**src/rtl/dtc_req_scheduler.sv**
```systemverilog
// dtc_req_scheduler: round-robin sharing of one combinational classifier between requesters
module dtc_req_scheduler #(
  parameter int NUM_REQ     = 4,
  parameter int IN_W        = 12,
  parameter int OUT_W       = 3,
  parameter int ID_W        = 2,
  parameter int EVAL_CYCLES = 1
) (
  input  logic                    clk,
  input  logic                    rst_n,
  input  logic [NUM_REQ-1:0]      req_valid,
  output logic [NUM_REQ-1:0]      req_ready,
  input  logic [NUM_REQ*IN_W-1:0] req_data,
  output logic [IN_W-1:0]         cls_inp,
  input  logic [OUT_W-1:0]        cls_outp,
  output logic                    res_valid,
  input  logic                    res_ready,
  output logic [OUT_W-1:0]        res_class,
  output logic [ID_W-1:0]         res_id,
  output logic                    busy,
  output logic [15:0]             done_cnt
);
  typedef enum logic [1:0] {IDLE, EVAL, HOLD} state_t;
  state_t            state_q, state_d;
  logic [IN_W-1:0]   cls_inp_q, cls_inp_d;
  logic [ID_W-1:0]   id_q, id_d, last_grant_q, last_grant_d, res_id_q, res_id_d, grant;
  logic [OUT_W-1:0]  res_class_q, res_class_d;
  logic              res_valid_q, res_valid_d, found;
  logic [3:0]        cnt_q, cnt_d;
  logic [15:0]       done_cnt_q, done_cnt_d;
  // round-robin search starting just after the last accepted requester
  always_comb begin
    int idx;
    grant = '0;
    found = 1'b0;
    for (int k = 1; k <= NUM_REQ; k++) begin
      idx = (int'(last_grant_q) + k) % NUM_REQ;
      if (!found && req_valid[ID_W'(idx)]) begin
        found = 1'b1;
        grant = ID_W'(idx);
      end
    end
  end
  // next-state and outputs: accept in IDLE, count down in EVAL, present result in HOLD
  always_comb begin
    state_d      = state_q;
    cls_inp_d    = cls_inp_q;
    id_d         = id_q;
    last_grant_d = last_grant_q;
    cnt_d        = cnt_q;
    res_class_d  = res_class_q;
    res_id_d     = res_id_q;
    res_valid_d  = res_valid_q;
    done_cnt_d   = done_cnt_q;
    req_ready    = '0;
    case (state_q)
      IDLE: if (found) begin
        req_ready[grant] = 1'b1;
        cls_inp_d        = req_data[grant*IN_W +: IN_W];
        id_d             = grant;
        last_grant_d     = grant;
        cnt_d            = 4'(EVAL_CYCLES);
        state_d          = EVAL;
      end
      EVAL: begin
        cnt_d = cnt_q - 4'd1;
        if (cnt_q == 4'd1) begin
          res_class_d = cls_outp;
          res_id_d    = id_q;
          res_valid_d = 1'b1;
          state_d     = HOLD;
        end
      end
      HOLD: if (res_ready) begin
        res_valid_d = 1'b0;
        done_cnt_d  = (done_cnt_q == 16'hFFFF) ? done_cnt_q : done_cnt_q + 16'd1;
        state_d     = IDLE;
      end
      default: state_d = IDLE;
    endcase
  end
  // state registers with synchronous active-low reset
  always_ff @(posedge clk) begin
    if (!rst_n) begin
      state_q      <= IDLE;
      cls_inp_q    <= '0;
      id_q         <= '0;
      last_grant_q <= ID_W'(NUM_REQ - 1);
      cnt_q        <= '0;
      res_class_q  <= '0;
      res_id_q     <= '0;
      res_valid_q  <= 1'b0;
      done_cnt_q   <= '0;
    end else begin
      state_q      <= state_d;
      cls_inp_q    <= cls_inp_d;
      id_q         <= id_d;
      last_grant_q <= last_grant_d;
      cnt_q        <= cnt_d;
      res_class_q  <= res_class_d;
      res_id_q     <= res_id_d;
      res_valid_q  <= res_valid_d;
      done_cnt_q   <= done_cnt_d;
    end
  end
  assign cls_inp   = cls_inp_q;
  assign res_valid = res_valid_q;
  assign res_class = res_class_q;
  assign res_id    = res_id_q;
  assign busy      = (state_q != IDLE);
  assign done_cnt  = done_cnt_q;
endmodule

```
**config.mk**
```make
export PLATFORM = sky130hd
export DESIGN_NAME = dtc_req_scheduler
export DESIGN_NICKNAME = d
export VERILOG_FILES = /design/src/rtl/dtc_req_scheduler.sv
export SDC_FILE = /design/constraint.sdc
export NUM_CORES = 1
export LEC_CHECK = 0
export CAP_MARGIN = 40
export CORE_ASPECT_RATIO = 0.5
export CORE_MARGIN = 4
export CORE_UTILIZATION = 40
export CTS_CLUSTER_DIAMETER = 120
export DETAILED_ROUTE_END_ITERATION = 10
export PLACE_DENSITY = 0.75
export RECOVER_POWER = 100
export SLEW_MARGIN = 30
export SYNTH_ARGS = -nofsm -noshare
export SYNTH_HDL_FRONTEND = slang
export SYNTH_SLANG_ARGS = --single-unit
export TNS_END_PERCENT = 30
```
**constraint.sdc**
```tcl
create_clock -name clk -period 1.8 [get_ports clk]
set_input_delay 0.27 -clock clk [delete_from_list [all_inputs] [get_ports clk]]
set_output_delay 0.27 -clock clk [all_outputs]
set_load 0.02 [all_outputs]
```
==> metrics.md, run 1 <==
| Metric | Value |
|---|---|
| Status | complete, but fails checks |
| Failing checks | negative setup slack |
| Synth async-reset ratio | 0% |
| Post-Synthesis Cell Area | 2352 sq um |
| Power Density | 821.0 nW/um^2 |
| Overall power | 3.108 mW |
| Rows | 19 |
| Worst min path class | register to register |
| Top-level port count | 97 |
| HPWL Detailed | 5212 microns |
| Antenna violations before repair | 0 |
| P_leak | 1.624 nW |
| Max VDD drop | 0.5933 mV |
| Fmax | 540.6 MHz |
| Placed cells | 447 |
| Die span in x | 116.5 microns |
| CTS Buffer Depth | 2 |
| Syn Area/Cell | 9.117 sq um |
| Comb pwr share | 31.9% |
| Startpoint Class | register |
| Core Region | 5587 sq um |
| Final setup viols | 4 |
| #FFs+latches synth | 44 |
| Routed Antenna Nets | 0 |
| DR vias | 2507 |
| Post-synth EDFFs | 0 |
| P_int | 2.211 mW |
| TritonRoute pass-1 iters | 4 |
| Sw Share | 28.86% |
| Post-Syn Instances | 258 |
| Critical path startpoint | last_grant_q[1] |
| Final routed DRC violation total | 0 |
| Starting Density | 42.11% |
| Worst-path fanout max | 6 |
| Slew margin rel. | 60.27% |
| Tmin final | 1850 ps |
| Vias in the first global route | 2537 |
| Die area | 7246 sq um |
| Synth-to-Final Area Change | 60.96% |
| Sink Count | 44 |
| Hold Startpoint | res_valid |
| Post-synthesis cell type count | 50 |
| CP endpoint kind | output port |
| GR Overflow Total | 0 |
| Clock root buffer | clkbuf_16 |
| Ratio of cells with drive above 1 in the final layout | 16.54% |
| Die Height | 62.23 microns |
| Worst Tran Pin Value | 593.7 ps |
| Period utilization | 102.8% |
| NumNets Final | 449 |
| Skew-Pair Late Insertion Delay | 280 ps |
| Final wirelength | 6932 microns |
| Vias per cell | 5.450 |
| Fin. Hold Viols | 0 |
| Setup CP Type | register to output port |
| IO buf count | 96 |
| Hold-fix buffers, CTS | 0 |
| WP data required | 1530 ps |
| Slew Limit Fails | 0 |
| RSZ-0062 raised after global routing | true |
| Ant diodes | 0 |
| NetSw | 897.2 uW |
| Register share of total power | 36.3% |
| Hold_ws | 475.8 ps |
| Sequential cell area fraction in the yosys report | 37.45% |
| CTS buffer count | 5 |
| CTS tree | built |
| Gr usage total | 19.19% |
| Worst-path clk slew | 60 ps |
| Max-cap violations | 0 |
| Final Non-Filler Cells | 460 |
| Worst Slack Setup Final | -49.89 ps |
| Clk pwr share | 31.8% |
| Most used DFF post-synth | dfxtp_1 |
| Routed len/inst | 15.07 microns |
| Worst Skew | 4.805 ps |
| First-pass GRT wire length | 11570 microns |
| Pin count of the biggest net entering global routing | 52 |
| Syn Nets | 319 |
| Initial DRC count | 132 |
| Yosys warns | 0 |
| Gp weighted congestion | 0.7894 |
| Worst r2r src | state_q[0] |
| Worst EP arrival | 1580 ps |
| Number of H-tree levels | 2 |
## state kept, by name (all words and copies together) (netlist names)
signal and cells:
cls_inp 12, cnt_q 4, done_cnt 16, id_q 2
last_grant_q 2, res_class 3, res_id 2, res_valid 1
state_q 2
## per-layer routing
metal	vias to the layer above	share of wire, %	global-route usage (%)
li1	1208	-	-
met1	1210	40	22.31
met2	79	53	35.19
met3	10	6.3	4.947
met4	0	1.3	4.052
met5	-	0	0
## worst max-delay path, cell delays in order (launching register included)
cell	delay [ps]
dfxtp_4	380
mux2i_1	210
a2bb2oi_2	230
nand2_2	120
nor3_2	190
buf_4	170
## timing repair
action | in CTS | in global routing
endpoints found under the hold margin | 0 | 0
setup buffers | 7 | 0
endpoints found under the setup margin | 16 | 15
pin swaps | 6 | 4
resized for setup | 35 | 9
## cell usage in the layout, fill, tap and decap left out, types with 3 or more instances in the layout
cell / n
nand3_1: 12
dlygate4sd2_1: 3
a21oi_1: 5
o221ai_1: 4
buf_4: 33
clkbuf_16: 5
inv_1: 5
nand2b_1: 4
ha_1: 3
nor2b_1: 6
dlygate4sd3_1: 33
a21boi_0: 12
xnor2_1: 5
a211oi_1: 17
nor2_1: 13
clkbuf_1: 6
nand4_1: 4
clkdlybuf4s50_1: 54
and3_1: 4
nand2_1: 13
mux2i_1: 23
and2_0: 4
and2_1: 8
dfxtp_1: 42
xor2_1: 5
o21ai_0: 14
## cells in the mapped netlist, types with 2 or more instances
master    instances  area (sq um)
xnor2_1           5         43.79
and2_1           12         75.07
nor3_1            4         20.02
nor2b_1           6         37.54
mux2i_1          24         240.2
nand3_1          12         60.06
nor2_1           14         52.55
dfxtp_1          44         880.8
nor4_1            3         18.77
xor2_1            5         43.79
nand2_1          14         52.55
a21oi_1           6         30.03
or3_1             2         12.51
o21ai_0          14         70.07
clkbuf_1          7         26.28
o221ai_1          4         35.03
inv_1             5         18.77
a21boi_0         13         97.59
and3b_1           2         17.52
nand3b_1          2         15.01
or3b_2            2         17.52
a211oi_1         17         127.6
nand2b_1          4         25.02
buf_2             2         10.01
ha_1              3         37.54
nand4_1           4         25.02
and3_1            4         25.02
o21a_1            2         15.01
## area by class of cell
type / instances / area [sq um]
clock buffer: 5 / 125.1
clock inverter: 1 / 30.03
fill: 440 / 1800
inverter: 5 / 18.77
multi-input combinational: 198 / 1413
sequential: 44 / 885.9
tap: 73 / 91.34
timing repair buffer: 134 / 1222
## metrics by stage
stage               area, sq um  utilization (%)  setup WS (ps)  TNS (ps)
finish                     3786            67.77         -49.89    -112.2
floorplan                  2357                -         -35.80    -86.59
global placement           3583            64.14         -634.2     -7096
global route               3786            67.77         -127.6    -647.5
CTS                        3799            68.00        -0.6315   -0.6315
detailed placement         3583            64.14         -700.6     -8599
## logic make-up after synthesis
group | count (synthesis) | share of synthesized area, %
simple gates | 94 | 22.93
compound gates | 67 | 20.27
flops | 44 | 37.45
mux | 24 | 10.21
buf+inv | 16 | 3.830
xor+xnor | 10 | 3.723
fa+ha+maj | 3 | 1.596
## path summary, 6_finish.rpt
kind / to / slack [ps] / depth (start not counted)
min reg2reg: res_valid / 480 / 2
min: res_valid / 480 / 2
max reg2reg: cls_inp[10] / -30 / 6
max: req_ready[0] / -50 / 5
## power by group through the flow
stage          clock network, mW  registers (mW)  logic (mW)
6_report                   0.988            1.13       0.991
5_1_grt                     1.05            1.14        1.07
4_1_cts                     1.01            1.13        1.02
3_5_place_dp                   0            1.15       0.968
3_3_place_gp                   0            1.14       0.940
2_1_floorplan                  0            1.22       0.450
No activity file was read; power rests on OpenSTA's default activity.
==> inputs of run 2 (changes only) <==
--- a/config.mk
+++ b/config.mk
@@ -13,6 +13,7 @@
 export DETAILED_ROUTE_END_ITERATION = 10
 export PLACE_DENSITY = 0.75
 export RECOVER_POWER = 100
+export SETUP_SLACK_MARGIN = 0.5
 export SLEW_MARGIN = 30
 export SYNTH_ARGS = -nofsm -noshare
 export SYNTH_HDL_FRONTEND = slang
==> run 2 against run 1 <==
Net effect:
- the flow still finishes with violations (negative setup slack)
- register-to-register slack better by 40 ps
- non-clock buffer count increased by 2
- fmax decreased by 0.89%
- largest power group unchanged
- highest routed layer unchanged
==> metrics.md, run 2 (synthesis gave the netlist of run 1 again) <==
| Metric | Value |
|---|---|
| Status | complete, but fails checks (unchanged) |
| Failing checks | negative setup slack (unchanged) |
| Worst Slack Setup Final | -66.56 ps (was -49.89 ps) |
| Max VDD drop | 0.4840 mV (was 0.5933 mV) |
| Rows | 19 (unchanged) |
| Worst Tran Pin Value | 387.2 ps (was 593.7 ps) |
| Top-level port count | 97 (unchanged) |
| HPWL Detailed | 4994 microns (was 5212 microns) |
| CTS tree | built (unchanged) |
| DR vias | 2398 (was 2507) |
| CP endpoint kind | output port (unchanged) |
| Ant diodes | 0 (unchanged) |
| R2r setup slk | 10 ps (was -30 ps) |
| Most common cell after layout, fill and taps aside | clkdlybuf4s50_1 (unchanged) |
| Vias per cell | 5.168 (was 5.450) |
| WP data required | 1530 ps (about the same) |
| Worst Skew | 5.246 ps (was 4.805 ps) |
| Worst r2r src | state_q[0] (unchanged) |
| Power Density | 749.6 nW/um^2 (was 821.0 nW/um^2) |
| Final routed DRC violation total | 0 (unchanged) |
| Die span in x | 116.5 microns (unchanged) |
| Tmin final | 1867 ps (was 1850 ps) |
| Sink Count | 44 (unchanged) |
| Hold-fix buffers, CTS | 0 (unchanged) |
| Antenna violations before repair | 0 (unchanged) |
| Routed len/inst | 15.39 microns (was 15.07 microns) |
| Worst-path clk slew | 60 ps (about the same) |
| Cell area after layout | 4154 sq um (was 3786 sq um) |
| Worst EP arrival | 1600 ps (was 1580 ps) |
| Setup TNS | -136.4 ps (was -112.2 ps) |
| Final wirelength | 7140 microns (was 6932 microns) |
| GR Overflow Total | 0 (unchanged) |
| RSZ-0062 raised after global routing | true (unchanged) |
| Placed Area | 3661 sq um (was 3583 sq um) |
| Starting Density | 42.11% (unchanged) |
| Skew-Pair Late Insertion Delay | 280 ps (about the same) |
| Clock root buffer | clkbuf_16 (unchanged) |
| Final setup viols | 3 (was 4) |
| Gr usage total | 18.90% (was 19.19%) |
| Max-cap violations | 0 (unchanged) |
| Hold EP | state_q[1] (was res_valid) |
| FF-to-FF path depth | 7 (was 6) |
| Fmax | 535.7 MHz (was 540.6 MHz) |
| Routed Antenna Nets | 0 (unchanged) |
| Die Height | 62.23 microns (unchanged) |
| Startpoint Class | register (unchanged) |
| Number of H-tree levels | 2 (unchanged) |
| Max reg flops | 16 (unchanged) |
| CTS buffer count | 5 (unchanged) |
| Hold Startpoint | res_ready (was res_valid) |
| Worst hold stages | 3 (was 2) |
| Worst min path class | input pin to register (was register to register) |
| P_leak | 1.757 nW (was 1.624 nW) |
| Core Region | 5587 sq um (unchanged) |
| First-pass GRT wire length | 11280 microns (was 11570 microns) |
| TritonRoute pass-1 iters | 4 (unchanged) |
| Die area | 7246 sq um (unchanged) |
| IO buf count | 96 (unchanged) |
| CTS Buffer Depth | 2 (unchanged) |
| Fin. Hold Viols | 0 (unchanged) |
| Vias in the first global route | 2397 (was 2537) |
| Slew Limit Fails | 0 (unchanged) |
| Setup CP Type | register to output port (unchanged) |
| NumNets Final | 451 (was 449) |
| Most frequent cells in the layout | clkdlybuf4s50_1 (52), dfxtp_1 (36), dlygate4sd2_1 (30) (was clkdlybuf4s50_1 (54), dfxtp_1 (42), buf_4 (33), dlygate4sd3_1 (33), mux2i_1 (23)) |
| Worst-path fanout max | 3 (was 6) |
| Synth-to-Final Area Change | 76.60% (was 60.96%) |
| Period utilization | 103.7% (was 102.8%) |
| Initial DRC count | 93 (was 132) |
| Pin count of the biggest net entering global routing | 52 (unchanged) |
| Crit Reg-Reg Endpoint | done_cnt[15] (was cls_inp[10]) |
| Gp weighted congestion | 0.8233 (was 0.7894) |
| Ratio of cells with drive above 1 in the final layout | 28.90% (was 16.54%) |
| Slew margin rel. | 74.16% (was 60.27%) |
run 2: cell count changes in the layout (fill, tap and decap cells not counted), sizes merged:
cell	previous run	this run
dlymetal6s2s	0	1
bufinv	1	0
dlygate4sd3	33	0
clkinv	0	3
clkdlybuf4s25	0	5
dlygate4sd2	3	30
clkdlybuf4s15	1	2
clkbuf	13	6
clkdlybuf4s50	54	52
buf	35	45
run 2: through the flow:
step / worst slack (ps) / utilization (%) / std cells / hold WS (ps) / power [mW]
final: -66.56 / 74.36 / 464 / 343.1 / 3.114
after global routing: -122.2 / 74.36 / 464 / 383.6 / 3.278
after CTS: -24.32 / 70.93 / 453 / 454.1 / 3.111
after detailed placement: -660.3 / 65.53 / 442 / 459.2 / 2.180
after global placement: -618.3 / 65.53 / 442 / 452.3 / 2.157
after floorplan: 203.9 / - / 258 / 411.8 / 1.711
run 2: what timing repair did:
action                                  CTS  global route
endpoints found under the setup margin   83            57
resized for setup                       117            36
endpoints found under the hold margin     0             0
pin swaps                                33            31
setup buffers                             3            11
run 2: final cells by class:
| class | count | area [sq um] |
|---|---|---|
| fill | 419 | 1433 |
| clock inverter | 3 | 18.77 |
| clock buffer | 5 | 125.1 |
| sequential | 44 | 898.4 |
| inverter | 5 | 18.77 |
| tap | 73 | 91.34 |
| timing repair buffer | 136 | 1299 |
| multi-input combinational | 198 | 1703 |
run 2: metal layers:
layer	vias up	track usage [%]	share of wire [%]
li1	1216	-	-
met1	1133	23.69	44
met2	47	32.98	53
met3	2	3.977	3.1
met4	0	4.486	0.17
met5	-	0	0
run 2: worst max-delay path, cell delays in order (launching register included):
cell and delay [ps]:
dfxtp_2 330, or2_4 280, a21oi_4 140, nand4b_1 160, buf_4 180, nor2_4 100
buf_6 120
run 2: report_power, final:
part           leakage (nW)  switching (mW)  internal, mW
Sequential            0.363          0.0683          1.07
Combinational          1.32           0.523         0.558
Clock                0.0736           0.383         0.512
Total                  1.76           0.975          2.14
run 2: worst max-delay path by stage:
stage,start,endpoint,slack (ps),cells past startpoint
after floorplan,last_grant_q[1],req_ready[1],200,6
after global placement,req_valid[0],req_ready[3],-620,7
after detailed placement,req_valid[3],req_ready[0],-660,6
after CTS,last_grant_q[1],req_ready[1],-20,6
after global routing,last_grant_q[1],req_ready[1],-120,6
final,state_q[0],req_ready[3],-70,6
==> inputs of run 3 (changes only) <==
--- a/config.mk
+++ b/config.mk
@@ -11,7 +11,7 @@
 export CORE_UTILIZATION = 40
 export CTS_CLUSTER_DIAMETER = 120
 export DETAILED_ROUTE_END_ITERATION = 10
-export PLACE_DENSITY = 0.75
+export PLACE_DENSITY = 0.8
 export RECOVER_POWER = 100
 export SETUP_SLACK_MARGIN = 0.5
 export SLEW_MARGIN = 30
==> run 3 against run 2 <==
Net effect:
- the run still ends with negative setup slack left
- hold slack gained 140 ps
- die area is the same
- non-clock buffer count grew 4
- routed wire length grew 15%
- global-route usage grew 2.3 points
==> metrics.md, run 3 (synthesis gave the netlist of run 1 again) <==
| Metric | Value |
|---|---|
| Fin util | 77.07% (was 74.36%) |
| CP endpoint kind | output port (unchanged) |
| Vias in the first global route | 2584 (was 2397) |
| FF-to-FF path depth | 6 (was 7) |
| R2r setup slk | 20 ps (was 10 ps) |
| Slew margin rel. | 66.70% (was 74.16%) |
| Max-cap violations | 0 (unchanged) |
| Synth-to-Final Area Change | 83.03% (was 76.60%) |
| Pin count of the biggest net entering global routing | 52 (unchanged) |
| Rows | 19 (unchanged) |
| Power Density | 801.0 nW/um^2 (was 749.6 nW/um^2) |
| Critical path startpoint | last_grant_q[1] (was state_q[0]) |
| Worst min path class | register to register (was input pin to register) |
| Failing checks | negative setup slack (unchanged) |
| Worst-path fanout max | 7 (was 3) |
| Fmax | 549.6 MHz (was 535.7 MHz) |
| Placed cells | 440 (was 442) |
| DR vias | 2599 (was 2398) |
| Number of H-tree levels | 2 (unchanged) |
| Clock root buffer | clkbuf_16 (unchanged) |
| Die span in x | 116.5 microns (unchanged) |
| Worst Slack Setup Final | -19.40 ps (was -66.56 ps) |
| Antenna violations before repair | 0 (unchanged) |
| Starting Density | 42.11% (unchanged) |
| Tmin final | 1819 ps (was 1867 ps) |
| Die Height | 62.23 microns (unchanged) |
| Max VDD drop | 0.5833 mV (was 0.4840 mV) |
| WP data required | 1530 ps (about the same) |
| Worst EP arrival | 1550 ps (was 1600 ps) |
| Gr usage total | 21.23% (was 18.90%) |
| Final wirelength | 8226 microns (was 7140 microns) |
| Final routed DRC violation total | 0 (unchanged) |
| HPWL Detailed | 5219 microns (was 4994 microns) |
| Vias per cell | 5.553 (was 5.168) |
| Status | complete, but fails checks (unchanged) |
| Most common cell after layout, fill and taps aside | clkdlybuf4s50_1 (unchanged) |
| Routed len/inst | 17.58 microns (was 15.39 microns) |
| Worst r2r src | done_cnt[4] (was state_q[0]) |
| Top-level port count | 97 (unchanged) |
| Most frequent cells in the layout | clkdlybuf4s50_1 (53), dfxtp_1 (35), dlygate4sd2_1 (31) (was clkdlybuf4s50_1 (52), dfxtp_1 (36), dlygate4sd2_1 (30)) |
| Crit Reg-Reg Endpoint | done_cnt[14] (was done_cnt[15]) |
| Slew Limit Fails | 0 (unchanged) |
| P_leak | 1.796 nW (was 1.757 nW) |
| Gp weighted congestion | 0.7957 (was 0.8233) |
| TritonRoute pass-1 iters | 4 (unchanged) |
| Max reg flops | 16 (unchanged) |
| IO buf count | 96 (unchanged) |
| Final Non-Filler Cells | 468 (was 464) |
| Ratio of cells with drive above 1 in the final layout | 33.16% (was 28.90%) |
| Routed Antenna Nets | 0 (unchanged) |
| Final setup viols | 2 (was 3) |
| RSZ-0062 raised after global routing | true (unchanged) |
| Fin. Hold Viols | 0 (unchanged) |
| Worst Tran Pin Value | 498.4 ps (was 387.2 ps) |
| Core Region | 5587 sq um (unchanged) |
| Setup CP Type | register to output port (unchanged) |
| CP endpoint | req_ready[1] (was req_ready[3]) |
| Sink Count | 44 (unchanged) |
| CTS buffer count | 5 (unchanged) |
| GR Overflow Total | 0 (unchanged) |
| CTS tree | built (unchanged) |
| Initial DRC count | 91 (was 93) |
| Skew-Pair Late Insertion Delay | 280 ps (about the same) |
| Worst Skew | 5.056 ps (was 5.246 ps) |
| Die area | 7246 sq um (unchanged) |
| Period utilization | 101.1% (was 103.7%) |
| Ant diodes | 0 (unchanged) |
| CTS Buffer Depth | 2 (unchanged) |
| First-pass GRT wire length | 12790 microns (was 11280 microns) |
| Worst-path clk slew | 60 ps (about the same) |
| NumNets Final | 455 (was 451) |
| Startpoint Class | register (unchanged) |
| Setup WS pre-CTS | -673.0 ps (was -660.3 ps) |
| Hold-fix buffers, CTS | 0 (unchanged) |
-- run 3: cell count changes in the layout (fill, tap and decap cells not counted), sizes merged --
cell / previous run / this run
dlygate4sd2: 30 / 31
clkinv: 3 / 1
clkdlybuf4s50: 52 / 53
clkbuf: 6 / 10
clkdlybuf4s15: 2 / 0
buf: 45 / 49
bufinv: 0 / 1
dlymetal6s2s: 1 / 0
clkdlybuf4s25: 5 / 3
-- run 3: per-layer routing --
metal / GRT usage [%] / wire, microns / vias to the layer above
met1: 27.04 / 3468 / 1282
met3: 2.328 / 243 / 17
met5: 0 / 0 / -
met2: 37.96 / 4358 / 75
li1: - / - / 1225
met4: 5.355 / 157 / 0
-- run 3: worst min-delay path by stage --
stage / startpoint / slack, ps / endpoint / cells past startpoint
global route: res_valid / 500 / res_valid / 2
finish: res_valid / 480 / res_valid / 2
detailed placement: res_valid / 460 / res_valid / 2
floorplan: rst_n / 410 / done_cnt[8] / 2
CTS: id_q[1] / 480 / id_q[1] / 2
global placement: res_valid / 460 / res_valid / 2
-- run 3: cell type report --
type	instances	area, sq um
Clock buffer	6	128.9
Fill cell	335	1281
Multi-Input combinational cell	198	1794
Inverter	5	18.77
Sequential cell	44	902.1
Tap cell	73	91.34
Clock inverter	2	35.03
Timing Repair Buffer	140	1335
-- run 3: per-stage QoR --
stage	total power, mW	cell area (sq um)	hold slack, ps	TNS (ps)
final	3.449	4305	481.6	-37.15
after global routing	3.587	4305	501.6	-343.0
after floorplan	1.711	2470	411.8	0
after CTS	3.298	4074	479.2	-85.94
after global placement	2.146	3646	458.9	-7782
after detailed placement	2.182	3646	461.5	-9713
-- run 3: repair_timing --
action | in CTS | in global routing
gates resized for setup | 141 | 55
endpoints found under the setup margin | 83 | 53
pin swaps | 43 | 38
setup buffers | 6 | 14
cloned | 0 | 0
-- run 3: power breakdown --
part	total (mW)	switching, mW	internal (mW)
Sequential	1.15	0.0772	1.07
Clock	1.04	0.390	0.654
Combinational	1.26	0.614	0.642
-- run 3: worst max-delay path: stages (launching register included) --
cell     delay, ps
dfxtp_4        370
and3b_2        250
nor4b_4        290
buf_6          180
nor3_4          50
buf_6          130
